`src/rtl/alu_pkg.sv`:
```
// Shared ALU definitions: operation codes, legality check and arbiter FSM states.
package alu_pkg;

  typedef logic [3:0] alu_op_t;

  localparam alu_op_t ALU_AND  = 4'b0000;
  localparam alu_op_t ALU_OR   = 4'b0001;
  localparam alu_op_t ALU_XOR  = 4'b0010;
  localparam alu_op_t ALU_ADD  = 4'b0011;
  localparam alu_op_t ALU_SUB  = 4'b0100;
  localparam alu_op_t ALU_SLL  = 4'b0101;
  localparam alu_op_t ALU_SLTU = 4'b0110;
  localparam alu_op_t ALU_SLT  = 4'b0111;
  localparam alu_op_t ALU_SUBU = 4'b1000;
  localparam alu_op_t ALU_SRL  = 4'b1010;
  localparam alu_op_t ALU_SRA  = 4'b1100;

  typedef enum logic [1:0] {
    IDLE = 2'd0,
    EXEC = 2'd1,
    RESP = 2'd2
  } arb_state_t;

  function automatic logic is_legal_op(alu_op_t op);
    logic legal;
    case (op)
      ALU_AND, ALU_OR, ALU_XOR, ALU_ADD, ALU_SUB, ALU_SLL,
      ALU_SLTU, ALU_SLT, ALU_SUBU, ALU_SRL, ALU_SRA: legal = 1'b1;
      default:                                        legal = 1'b0;
    endcase
    return legal;
  endfunction

endpackage

```
`src/rtl/rr_arbiter.sv`:
```
// Combinational round-robin picker: first set request at or after ptr, wrapping.
module rr_arbiter #(
  parameter int unsigned NREQ = 2,
  localparam int unsigned IW  = (NREQ > 1) ? $clog2(NREQ) : 1
) (
  input  logic [NREQ-1:0] req,
  input  logic [IW-1:0]   ptr,
  output logic [NREQ-1:0] grant,
  output logic [IW-1:0]   idx
);

  always_comb begin
    int unsigned c;
    logic        found;
    grant = '0;
    idx   = '0;
    found = 1'b0;
    c     = 0;
    for (int i = 0; i < int'(NREQ); i++) begin
      c = 32'(ptr) + 32'(i);
      if (c >= NREQ) c = c - NREQ;
      if (!found && req[IW'(c)]) begin
        found           = 1'b1;
        grant[IW'(c)]   = 1'b1;
        idx             = IW'(c);
      end
    end
  end

endmodule

```
`src/rtl/alu_share_arbiter.sv`:
```
// Shares one external ALU between NREQ requesters, one operation in flight,
// round-robin arbitration, registered result/flags on a per-requester response channel.
module alu_share_arbiter
  import alu_pkg::*;
#(
  parameter int unsigned NREQ = 2,
  parameter int unsigned W    = 32
) (
  input  logic              clk,
  input  logic              reset_n,
  input  logic [NREQ-1:0]   req_valid,
  output logic [NREQ-1:0]   req_ready,
  input  logic [NREQ*W-1:0] req_a,
  input  logic [NREQ*W-1:0] req_b,
  input  logic [NREQ*4-1:0] req_op,
  output logic [NREQ-1:0]   rsp_valid,
  input  logic [NREQ-1:0]   rsp_ready,
  output logic [W-1:0]      rsp_result,
  output logic              rsp_blt,
  output logic              rsp_bgt,
  output logic              rsp_zero,
  output logic              rsp_err,
  output logic [W-1:0]      alu_src_a,
  output logic [W-1:0]      alu_src_b,
  output logic [3:0]        alu_op,
  input  logic [W-1:0]      alu_result,
  input  logic              alu_blt,
  input  logic              alu_bgt,
  input  logic              alu_zero,
  output logic              busy
);

  localparam int unsigned IW = (NREQ > 1) ? $clog2(NREQ) : 1;

  arb_state_t      state;
  logic [IW-1:0]   ptr;
  logic [IW-1:0]   gnt_q;
  logic [NREQ-1:0] gnt_c;
  logic [IW-1:0]   gnt_idx_c;
  logic            hs_c;
  logic            accept_c;
  logic            legal_c;

  rr_arbiter #(.NREQ(NREQ)) u_rr_arbiter (
    .req   (req_valid),
    .ptr   (ptr),
    .grant (gnt_c),
    .idx   (gnt_idx_c)
  );

  // Accept from IDLE, or in RESP on the same edge as the response handshake.
  always_comb begin
    hs_c      = (state == RESP) && (|(rsp_valid & rsp_ready));
    accept_c  = (|req_valid) && ((state == IDLE) || hs_c);
    req_ready = accept_c ? gnt_c : '0;
    legal_c   = is_legal_op(alu_op_t'(alu_op));
  end

  always_ff @(posedge clk or negedge reset_n) begin
    if (!reset_n) begin
      state      <= IDLE;
      ptr        <= '0;
      gnt_q      <= '0;
      rsp_valid  <= '0;
      rsp_result <= '0;
      rsp_blt    <= 1'b0;
      rsp_bgt    <= 1'b0;
      rsp_zero   <= 1'b0;
      rsp_err    <= 1'b0;
      alu_src_a  <= '0;
      alu_src_b  <= '0;
      alu_op     <= '0;
      busy       <= 1'b0;
    end else begin
      // Operand latches double as the ALU drive, so ALU inputs only move on accept.
      if (accept_c) begin
        alu_src_a <= req_a[32'(gnt_idx_c)*W +: W];
        alu_src_b <= req_b[32'(gnt_idx_c)*W +: W];
        alu_op    <= req_op[32'(gnt_idx_c)*4 +: 4];
        gnt_q     <= gnt_idx_c;
        ptr       <= (gnt_idx_c == IW'(NREQ - 1)) ? '0 : gnt_idx_c + IW'(1);
      end
      case (state)
        IDLE: begin
          if (accept_c) begin
            state <= EXEC;
            busy  <= 1'b1;
          end
        end
        EXEC: begin
          rsp_result <= legal_c ? alu_result : '0;
          rsp_blt    <= legal_c & alu_blt;
          rsp_bgt    <= legal_c & alu_bgt;
          rsp_zero   <= legal_c & alu_zero;
          rsp_err    <= ~legal_c;
          rsp_valid  <= NREQ'(1) << gnt_q;
          state      <= RESP;
        end
        RESP: begin
          if (hs_c) begin
            rsp_valid <= '0;
            state     <= accept_c ? EXEC : IDLE;
            busy      <= accept_c;
          end
        end
        default: begin
          state <= IDLE;
          busy  <= 1'b0;
        end
      endcase
    end
  end

endmodule
```
`config.mk`:
```
export PLATFORM = sky130hd
export DESIGN_NAME = alu_share_arbiter
export DESIGN_NICKNAME = d
export VERILOG_FILES = /design/src/rtl/alu_pkg.sv /design/src/rtl/rr_arbiter.sv /design/src/rtl/alu_share_arbiter.sv
export SDC_FILE = /design/constraint.sdc
export NUM_CORES = 1
export LEC_CHECK = 0
export BUFFER_PORTS_ARGS = -buffer_cell sky130_fd_sc_hd__clkbuf_2
export CAP_MARGIN = 15
export CORE_MARGIN = 8
export CORE_UTILIZATION = 43
export CTS_CLUSTER_DIAMETER = 200
export DETAILED_ROUTE_END_ITERATION = 10
export PLACE_DENSITY_LB_ADDON = 0.1
export SYNTH_ARGS = -nofsm -noshare
export SYNTH_HDL_FRONTEND = slang
export SYNTH_SLANG_ARGS = --single-unit
```
`constraint.sdc`:
```
create_clock -name clk -period 2.1 [get_ports clk]
set_clock_uncertainty 0.1 [all_clocks]
set_input_delay 0.315 -clock clk [delete_from_list [all_inputs] [get_ports clk]]
set_output_delay 0.315 -clock clk [all_outputs]
set_load 0.01 [all_outputs]
```
==> results of run 1 <==
==> worst max-delay path, cell delays in order (launching register included) <==
cell and delay (ns):
dfrtp_1 0.44, a22o_2 0.34, o21ai_4 0.19, nor2_1 0.09
clkbuf_2 0.14
==> where the power goes <==
part,internal [mW],switching [mW]
clock network,0.471,0.769
logic,1.96,2.54
registers,3.16,0.618
total,5.59,3.92
==> cell type report <==
type / count / area (µm²) / area share (%)
well taps: 140 / 175.2 / 2.669
clock inverters: 7 / 78.83 / 1.201
multi-input cells: 205 / 1742 / 26.54
clock buffers: 9 / 123.9 / 1.888
repair buffers: 303 / 1654 / 25.21
inverters: 3 / 11.26 / 0.1716
flip-flops and latches: 111 / 2778 / 42.33
==> cells by family (layout without fill, tap and decap cells) <==
logic type | after synthesis | in the layout | share of synthesized area (%)
compound gates | 191 | 191 | 35.09
buf+inv | 47 | 322 | 5.234
flops | 111 | 111 | 58.39
simple gates | 14 | 14 | 1.289
==> registers in the layout, summed over array words and instances, names as in the netlist <==
signal	cells
alu_op	4
alu_src_a	32
alu_src_b	32
busy	1
gnt_q	1
ptr	1
rsp_bgt	1
rsp_blt	1
rsp_err	1
rsp_result	32
rsp_valid	2
rsp_zero	1
state	2
==> layout by cell type, fill, tap and decap left out, types with 4 or more instances in the layout <==
cell / Yosys / final
o21ai_0: 4 / 4
clkbuf_8: 0 / 9
a32oi_1: 68 / 68
nor2_1: 6 / 6
buf_4: 3 / 11
dfrtp_1: 111 / 111
nand2_1: 4 / 4
a22o_1: 36 / 35
o2bb2ai_1: 68 / 68
clkbuf_2: 0 / 284
buf_12: 0 / 7
==> layer usage <==
layer	GRT usage [%]	vias up	part of all wire, %	wire, µm
met2	35.30	188	49	7694
li1	-	2050	-	-
met5	0	-	0	0
met3	7.399	23	9.3	1443
met1	23.19	2074	39	6039
met4	7.325	0	2.4	367
==> worst paths after layout <==
kind,from,to,slack [ns]
max in group asynchronous,reset_n,alu_src_a[7]$_DFFE_PN0P_,0.96
min,alu_result[14],rsp_result[14]$_DFFE_PN0P_,0.06
max,rsp_valid[0]$_DFFE_PN0P_,req_ready[1],0.12
max reg2reg,rsp_valid[0]$_DFFE_PN0P_,alu_src_a[16]$_DFFE_PN0P_,0.27
min in group asynchronous,reset_n,alu_src_a[3]$_DFFE_PN0P_,0.35
min reg2reg,alu_src_a[12]$_DFFE_PN0P_,alu_src_a[12]$_DFFE_PN0P_,0.40
==> per-stage QoR <==
stage	hold slack [ns]	utilization (%)
final	0.05682	60.54
after global routing	0.03825	60.54
after CTS	0.03541	60.53
after detailed placement	0.2035	58.56
after global placement	0.2046	58.56
after floorplan	-0.08059	-
==> repair_timing <==
item / 4_1_cts / 5_1_grt
gates resized for setup: 0 / 1
hold buffers: 1 / 0
endpoints found under the hold margin: 33 / 0
endpoints found under the setup margin: 0 / 2
==> results.cfg, run 1 <==
[die]
fp-row-count = 38
die_area_um2 = 14680
die-width_um = 121.2
die_h_um = 121.2
io-pin-count = 286
coreArea_um2 = 10840
initial_utilization_pct = 43.88

[synth]
synth_nets = 540
synth-edff-count = 0
yosys-top-cells-count = 111 x dfrtp_1, 68 x a32oi_1, 68 x o2bb2ai_1
synth_area_leaders = dfrtp_1 58%, a32oi_1 13%, o2bb2ai_1 13%
postSynthCellCount = 363
syn_avg_cell_area_um2 = 13.10
ys_ff_latch = 111
synthesis.area_um2 = 4757
seq_area_frac_synth_pct = 58.39
synth_top_area_share_pct = 58.39
synth_area_leader_cell = dfrtp_1
synthArstFlopShare_pct = 100.0
yosysWarnings = 0
synth_ff_type = dfrtp_1
ys_types = 30
yosysMostFrequentCell = dfrtp_1

[setup_path]
crit_fanout = 5
end_kind = output port
critPathRequiredTime_ns = 1.68
rr_worst_depth = 4
critical_path_class = reg -> out
cp.arrival_ns = 1.56
cp-start-kind = flip-flop

[timing]
final-hold-violation-count = 0
slew_viol_final = 0
fin_ws_ns = 0.1207
period_needed_ns = 1.979
maxClockFrequency_mhz = 505.2
rsz0062_at_grt = false
worstMarginPinSlew_ns = 0.5229
setup-tns-final_ns = 0
finalCritPeriodShare_pct = 94.25
setup_viol = 0
maxSlewHeadroom_pct = 65.01

[cts]
htreeDepth = 3
cts-root-buf = clkbuf_8
cts.clk_slew.worst_paths_ns = 0.12
clock_latency_ns = 0.36
postCtsSetupBuffers = 0
clockBufferDepth = 2
cts.sinks = 111
cts_tree = yes
cts_made_buffers = 9

[detailed_routing]
wl_per_cell_um = 19.98
route.vias.total = 4335
drcViolationCount = 0
antenna_left = 0
first_iter_violations = 217
first_pass_iters = 4
routed_wl_um = 15550
via_per_inst = 5.572

[power]
peakVddDrop_mv = 0.7585
finalPower_mw = 9.513
pwr_density_cell_nw_per_um2 = 1450
power_leakage_nw = 3.248

[grt]
grt_use_total_pct = 20.59
overflow = 0
first_global_vias = 4665
grt_antenna_before_repair = 0
grt_start_max_net_pins = 57
grt_pass1_wl_um = 24240

[finish]
diodes = 0
drive_gt1_share_pct = 51.10
n_fill_cell = 937
final_cells = 778
layout.nets = 810
syn_to_final_growth_pct = 37.95
stdcell_area_um2 = 6563

[place]
place_area_um2 = 6349
post-place-cells = 761
dpl.hpwl_um = 12080
gp_congestion = 0.8435
io_buffers = 285
place_ws_ns = 0.2769

[outcome]
outcome = finished clean

[min_path]
hold_class = in -> reg
whs_path_depth = 2

[job]
drv_cap = 0
Power figures use the tool's default switching activity.
==> run 2, diff against run 1 <==
- ABC_AREA: default -> 1
- CORE_UTILIZATION: 43 -> 45
==> results.cfg, run 2 <==
[synth]
synthArstFlopShare_pct = 100.0
synth_nets = 891
synth-compound-area-share_pct = 3.877
synthAdderAreaFrac_pct = 0
synth_top_area_share_pct = 52.48
synth-edff-count = 0
syn_avg_cell_area_um2 = 7.413
yosys.area_share.simple_pct = 37.99
seq_area_frac_synth_pct = 52.48
ys_ff_latch = 111
synth_area_leaders = dfrtp_1 52%, nand2_1 30%, nand3_1 6.7%
yosysMostFrequentCell = nand2_1
synth_top_family_by_area = simple AND/OR/NAND/NOR gates
synthesis.area_um2 = 5293
yosysWarnings = 0
ys_types = 16
synth_area_leader_cell = dfrtp_1
synthXorXnorAreaFrac_pct = 0
postSynthCellCount = 714
yosys-top-cells-count = 426 x nand2_1, 111 x dfrtp_1, 71 x nand3_1
synth.mux.area_fraction_pct = 0
synth_ff_type = dfrtp_1

[detailed_routing]
first_pass_iters = 4
first_iter_violations = 380
drcViolationCount = 0
via_per_inst = 4.774
antenna_left = 0
routed_wl_um = 16640
route.vias.total = 5376
wl_per_cell_um = 14.78

[timing]
fin_ws_ns = 0.2376
maxClockFrequency_mhz = 537.0
maxSlewHeadroom_pct = 67.13
setup-tns-final_ns = 0
setup_viol = 0
worstMarginPinSlew_ns = 0.4930
finalCritPeriodShare_pct = 88.68
final-hold-violation-count = 0
rsz0062_at_grt = false
slew_viol_final = 0
period_needed_ns = 1.862

[grt]
overflow = 0
grt_start_max_net_pins = 69
first_global_vias = 5302
grt_pass1_wl_um = 26990
grt_use_total_pct = 20.87
grt_antenna_before_repair = 0

[die]
io-pin-count = 286
initial_utilization_pct = 46.15
fp-row-count = 39
die-width_um = 124.5
coreArea_um2 = 11470
die_h_um = 124.5
die_area_um2 = 15490

[cts]
htreeDepth = 3
clockBufferDepth = 2
postCtsSetupBuffers = 0
cts_tree = yes
cts-root-buf = clkbuf_16
cts_resized = 0
clock_latency_ns = 0.34
cts_made_buffers = 9
cts.sinks = 111
cts.clk_slew.worst_paths_ns = 0.07
cts_hold_buf = 1

[setup_path]
crit_top_cell = nand2_2
crit_family = simple AND/OR/NAND/NOR gates
critPathRequiredTime_ns = 1.68
cp_cell_sequence = nand2_2, nand2_2, inv_1, nor2_1, clkbuf_2
slowest_stage = dfrtp_1
critical_path_class = reg -> out
crit_fanout = 14
cp.buffers_inverters = 2
critical_path.max_stage_delay_ns = 0.37
cp-start-kind = flip-flop
cp.arrival_ns = 1.45
end_kind = output port
rr_startpoint = rsp_valid[0]$_DFFE_PN0P_
crit_path_start = ptr$_DFFE_PN0P_

[finish]
largestRegisters = alu_src_a (32), alu_src_b (32), rsp_result (32)
layout.nets = 1155
diodes = 0
final_cell_mix = 425 x nand2_1, 284 x clkbuf_2, 111 x dfrtp_1
syn_to_final_growth_pct = 35.11
multi_input_area_um2 = 2221
stdcell_area_um2 = 7151
n_fill_cell = 1085
mostFrequentLayoutCell = nand2_1
ff_latch_area_um2 = 2778
drive_gt1_share_pct = 32.76

[power]
finalPower_mw = 10.18
peakVddDrop_mv = 0.6635
pwr_density_cell_nw_per_um2 = 1424
power_leakage_nw = 4.295

[place]
gp_congestion = 0.7626
dpl.hpwl_um = 12430
place_ws_ns = 0.4126
place_area_um2 = 6809
io_buffers = 285

[outcome]
outcome = finished clean

[min_path]
hold_class = in -> reg
hp-start = alu_result[14]

[job]
drv_cap = 0
run 2: changes by cell type after synthesis, sizes merged, moves of 7 or more:
cell and change:
a22o -36, clkbuf +9, o2bb2ai -68, buf -7, o21ai +33, nand3 +71
nand2 +425, a32oi -68
run 2: cell type report:
class	instances	share of cell area (%)
multi-input cells	549	31.06
well taps	143	2.502
clock inverters	6	1.295
inverters	8	0.4199
clock buffers	10	3.342
flip-flops and latches	111	38.85
repair buffers	299	22.54
run 2: stage by stage:
step | util (%) | hold slack (ns) | cells
floorplan | - | -0.08059 | 714
global placement | 59.38 | 0.2093 | 1109
detailed placement | 59.38 | 0.2093 | 1109
CTS | 62.36 | 0.1041 | 1126
global route | 62.36 | 0.1183 | 1126
finish | 62.36 | 0.1136 | 1126
run 2: routing by layer:
layer	wire, µm	vias to the layer above	GRT usage [%]
li1	-	2751	-
met1	7071	2412	25.47
met2	8089	194	35.01
met3	1204	19	5.745
met4	277	0	6.449
met5	0	-	0
run 2: power breakdown:
part	switching [mW]	leakage, nW	internal, mW
Clock	0.762	0.155	1.08
Sequential	0.562	1.38	3.16
Combinational	2.94	2.76	1.67
Total	4.26	4.29	5.92
run 2: cells by family after synthesis:
| logic type | count (synthesis) |
|---|---|
| AO/OA/AOI/OAI | 41 |
| buffers and inverters | 54 |
| flip-flops | 111 |
| AND/OR/NAND/NOR | 508 |
run 2: path summary, 6_finish.rpt:
check	to	slack [ns]	cells after the start
setup / recovery	req_ready[1]	0.24	5
hold reg to reg	alu_src_b[5]$_DFFE_PN0P_	0.38	2
max in group asynchronous	alu_op[2]$_DFFE_PN0P_	0.94	3
hold / removal	rsp_result[14]$_DFFE_PN0P_	0.11	3
setup reg to reg	alu_op[3]$_DFFE_PN0P_	0.42	7
min in group asynchronous	alu_src_a[18]$_DFFE_PN0P_	0.38	2
run 2: worst register-to-register path: cells and delay by family (launching register included):
family / cells / cell delay, ns
simple gates: 5 / 0.53
flops: 1 / 0.39
buf+inv: 2 / 0.59
==> run 3, diff against run 2 <==
- REMOVE_ABC_BUFFERS: default -> 1
==> results.cfg, run 3 (synthesis results as in run 2) <==
[outcome]
outcome = finished clean

[finish]
layout.nets = 1158
syn_to_final_growth_pct = 34.33
largestRegisters = alu_src_a (32), alu_src_b (32), rsp_result (32)
mostFrequentLayoutCell = nand2_1
drive_gt1_share_pct = 32.86
final_cell_mix = 425 x nand2_1, 284 x clkbuf_2, 111 x dfrtp_1
n_fill_cell = 1070
diodes = 0

[setup_path]
crit_fanout = 14
worstSetupEndpoint = req_ready[0]
critPathRequiredTime_ns = 1.68
cp-start-kind = flip-flop
crit_path_start = rsp_valid[0]$_DFFE_PN0P_
rr_startpoint = rsp_valid[1]$_DFFE_PN0P_
cp.arrival_ns = 1.44
rr_worst_depth = 6
r2r_setup_slack_ns = 0.50
end_kind = output port
r2r-end = gnt_q$_DFFE_PN0P_
critical_path_class = reg -> out

[cts]
clock_latency_ns = 0.34
htreeDepth = 3
postCtsSetupBuffers = 0
cts_made_buffers = 9
cts.clk_slew.worst_paths_ns = 0.08
cts.sinks = 111
cts-root-buf = clkbuf_16
clockBufferDepth = 2
cts_tree = yes

[place]
io_buffers = 285
gp_congestion = 0.7937
dpl.hpwl_um = 13640

[detailed_routing]
drcViolationCount = 0
routed_wl_um = 17530
via_per_inst = 4.793
first_iter_violations = 330
antenna_left = 0
wl_per_cell_um = 15.52
route.vias.total = 5411
first_pass_iters = 5

[grt]
grt_antenna_before_repair = 0
first_global_vias = 5604
grt_use_total_pct = 22.50
overflow = 0
grt_pass1_wl_um = 28850
grt_start_max_net_pins = 70
use_met1_pct = 25.69
gr-usage-met2_pct = 38.82
grt.busiest_layer = met2
grt_util_met3_pct = 8.043

[die]
io-pin-count = 286
fp-row-count = 39
die-width_um = 124.5
initial_utilization_pct = 46.15
die_h_um = 124.5
coreArea_um2 = 11470
die_area_um2 = 15490

[timing]
setup_viol = 0
maxSlewHeadroom_pct = 71.15
slew_viol_final = 0
worstMarginPinSlew_ns = 0.4327
rsz0062_at_grt = false
maxClockFrequency_mhz = 540.3
setup-tns-final_ns = 0
final-hold-violation-count = 0
hold_ws_ns = 0.1079
finalCritPeriodShare_pct = 88.14
period_needed_ns = 1.851

[power]
internal_power_mw = 5.724
seqPwrFrac_pct = 37.4
switching_power_mw = 4.339
power_leakage_nw = 4.284
peakVddDrop_mv = 0.8251
clockPowerShare_pct = 16.4
pwr_density_cell_nw_per_um2 = 1415
p_sw_share_pct = 43.12
pwr-share-comb_pct = 46.2

[job]
drv_cap = 0

[min_path]
hold_class = in -> reg
[run 3: cell types whose count changed in the layout (fill, tap and decap cells not counted)]
| cell | change |
|---|---|
| buf_4 | +5 |
| clkinv_4 | +3 |
| buf_12 | -2 |
| bufinv_16 | -2 |
| clkbuf_8 | +1 |
| clkinvlp_4 | -1 |
| inv_6 | -1 |
| nor2_1 | +1 |
| nor2_2 | -1 |
[run 3: worst min path at each step]
stage,startpoint,end,slack (ns),cells after the start
floorplan,reset_n,alu_op[0]$_DFFE_PN0P_,-0.08,0
global placement,reset_n,rsp_result[15]$_DFFE_PN0P_,0.14,1
detailed placement,reset_n,rsp_blt$_DFFE_PN0P_,0.15,1
CTS,alu_result[29],rsp_result[29]$_DFFE_PN0P_,0.10,3
global route,alu_result[29],rsp_result[29]$_DFFE_PN0P_,0.11,3
finish,alu_result[2],rsp_result[2]$_DFFE_PN0P_,0.11,3
[run 3: metrics by stage]
step           utilization, %  setup WS, ns  total power [mW]  instances  instance area (µm²)
2_1_floorplan               -       -0.8611             6.243        668                 5024
3_3_place_gp            59.33        0.5547             8.446       1112                 6804
3_5_place_dp            59.33        0.5275             8.547       1112                 6804
4_1_cts                 62.00        0.2023             10.23       1129                 7109
5_1_grt                 62.00        0.1020             10.95       1129                 7109
6_report                62.00        0.2491             10.06       1129                 7109
[run 3: power groups by stage]
stage | Clock (mW) | Combinational [mW] | Sequential (mW)
2_1_floorplan | 0 | 2.08 | 4.17
3_5_place_dp | 0 | 4.77 | 3.78
3_3_place_gp | 0 | 4.67 | 3.77
5_1_grt | 1.77 | 5.28 | 3.89
6_report | 1.65 | 4.65 | 3.76
4_1_cts | 1.69 | 4.76 | 3.77
[run 3: timing repair]
item | in CTS | in global routing
gates resized for setup | 0 | 0
endpoints found under the hold margin | 22 | 0
hold buffers | 1 | 0
[run 3: metal layers]
metal,share of wire [%],wire (µm)
met5,0,0
met3,8.4,1465
met4,2.0,350
met1,40,7044
met2,49,8663
[run 3: cell type report]
class	instances	area (µm²)	area share (%)
sequential	111	2778	39.07
multi-input combinational	549	2218	31.20
timing repair buffer	302	1609	22.63
clock buffer	11	252.7	3.555
tap	143	178.9	2.517
clock inverter	5	42.54	0.5984
inverter	8	30.03	0.4224
[run 3: worst max-delay path, cell delays in order, from the launching register on]
cell,delay (ns)
dfrtp_1,0.37
nand2_1,0.09
nand3_1,0.12
nand2_2,0.18
nor2_1,0.16
clkbuf_2,0.18
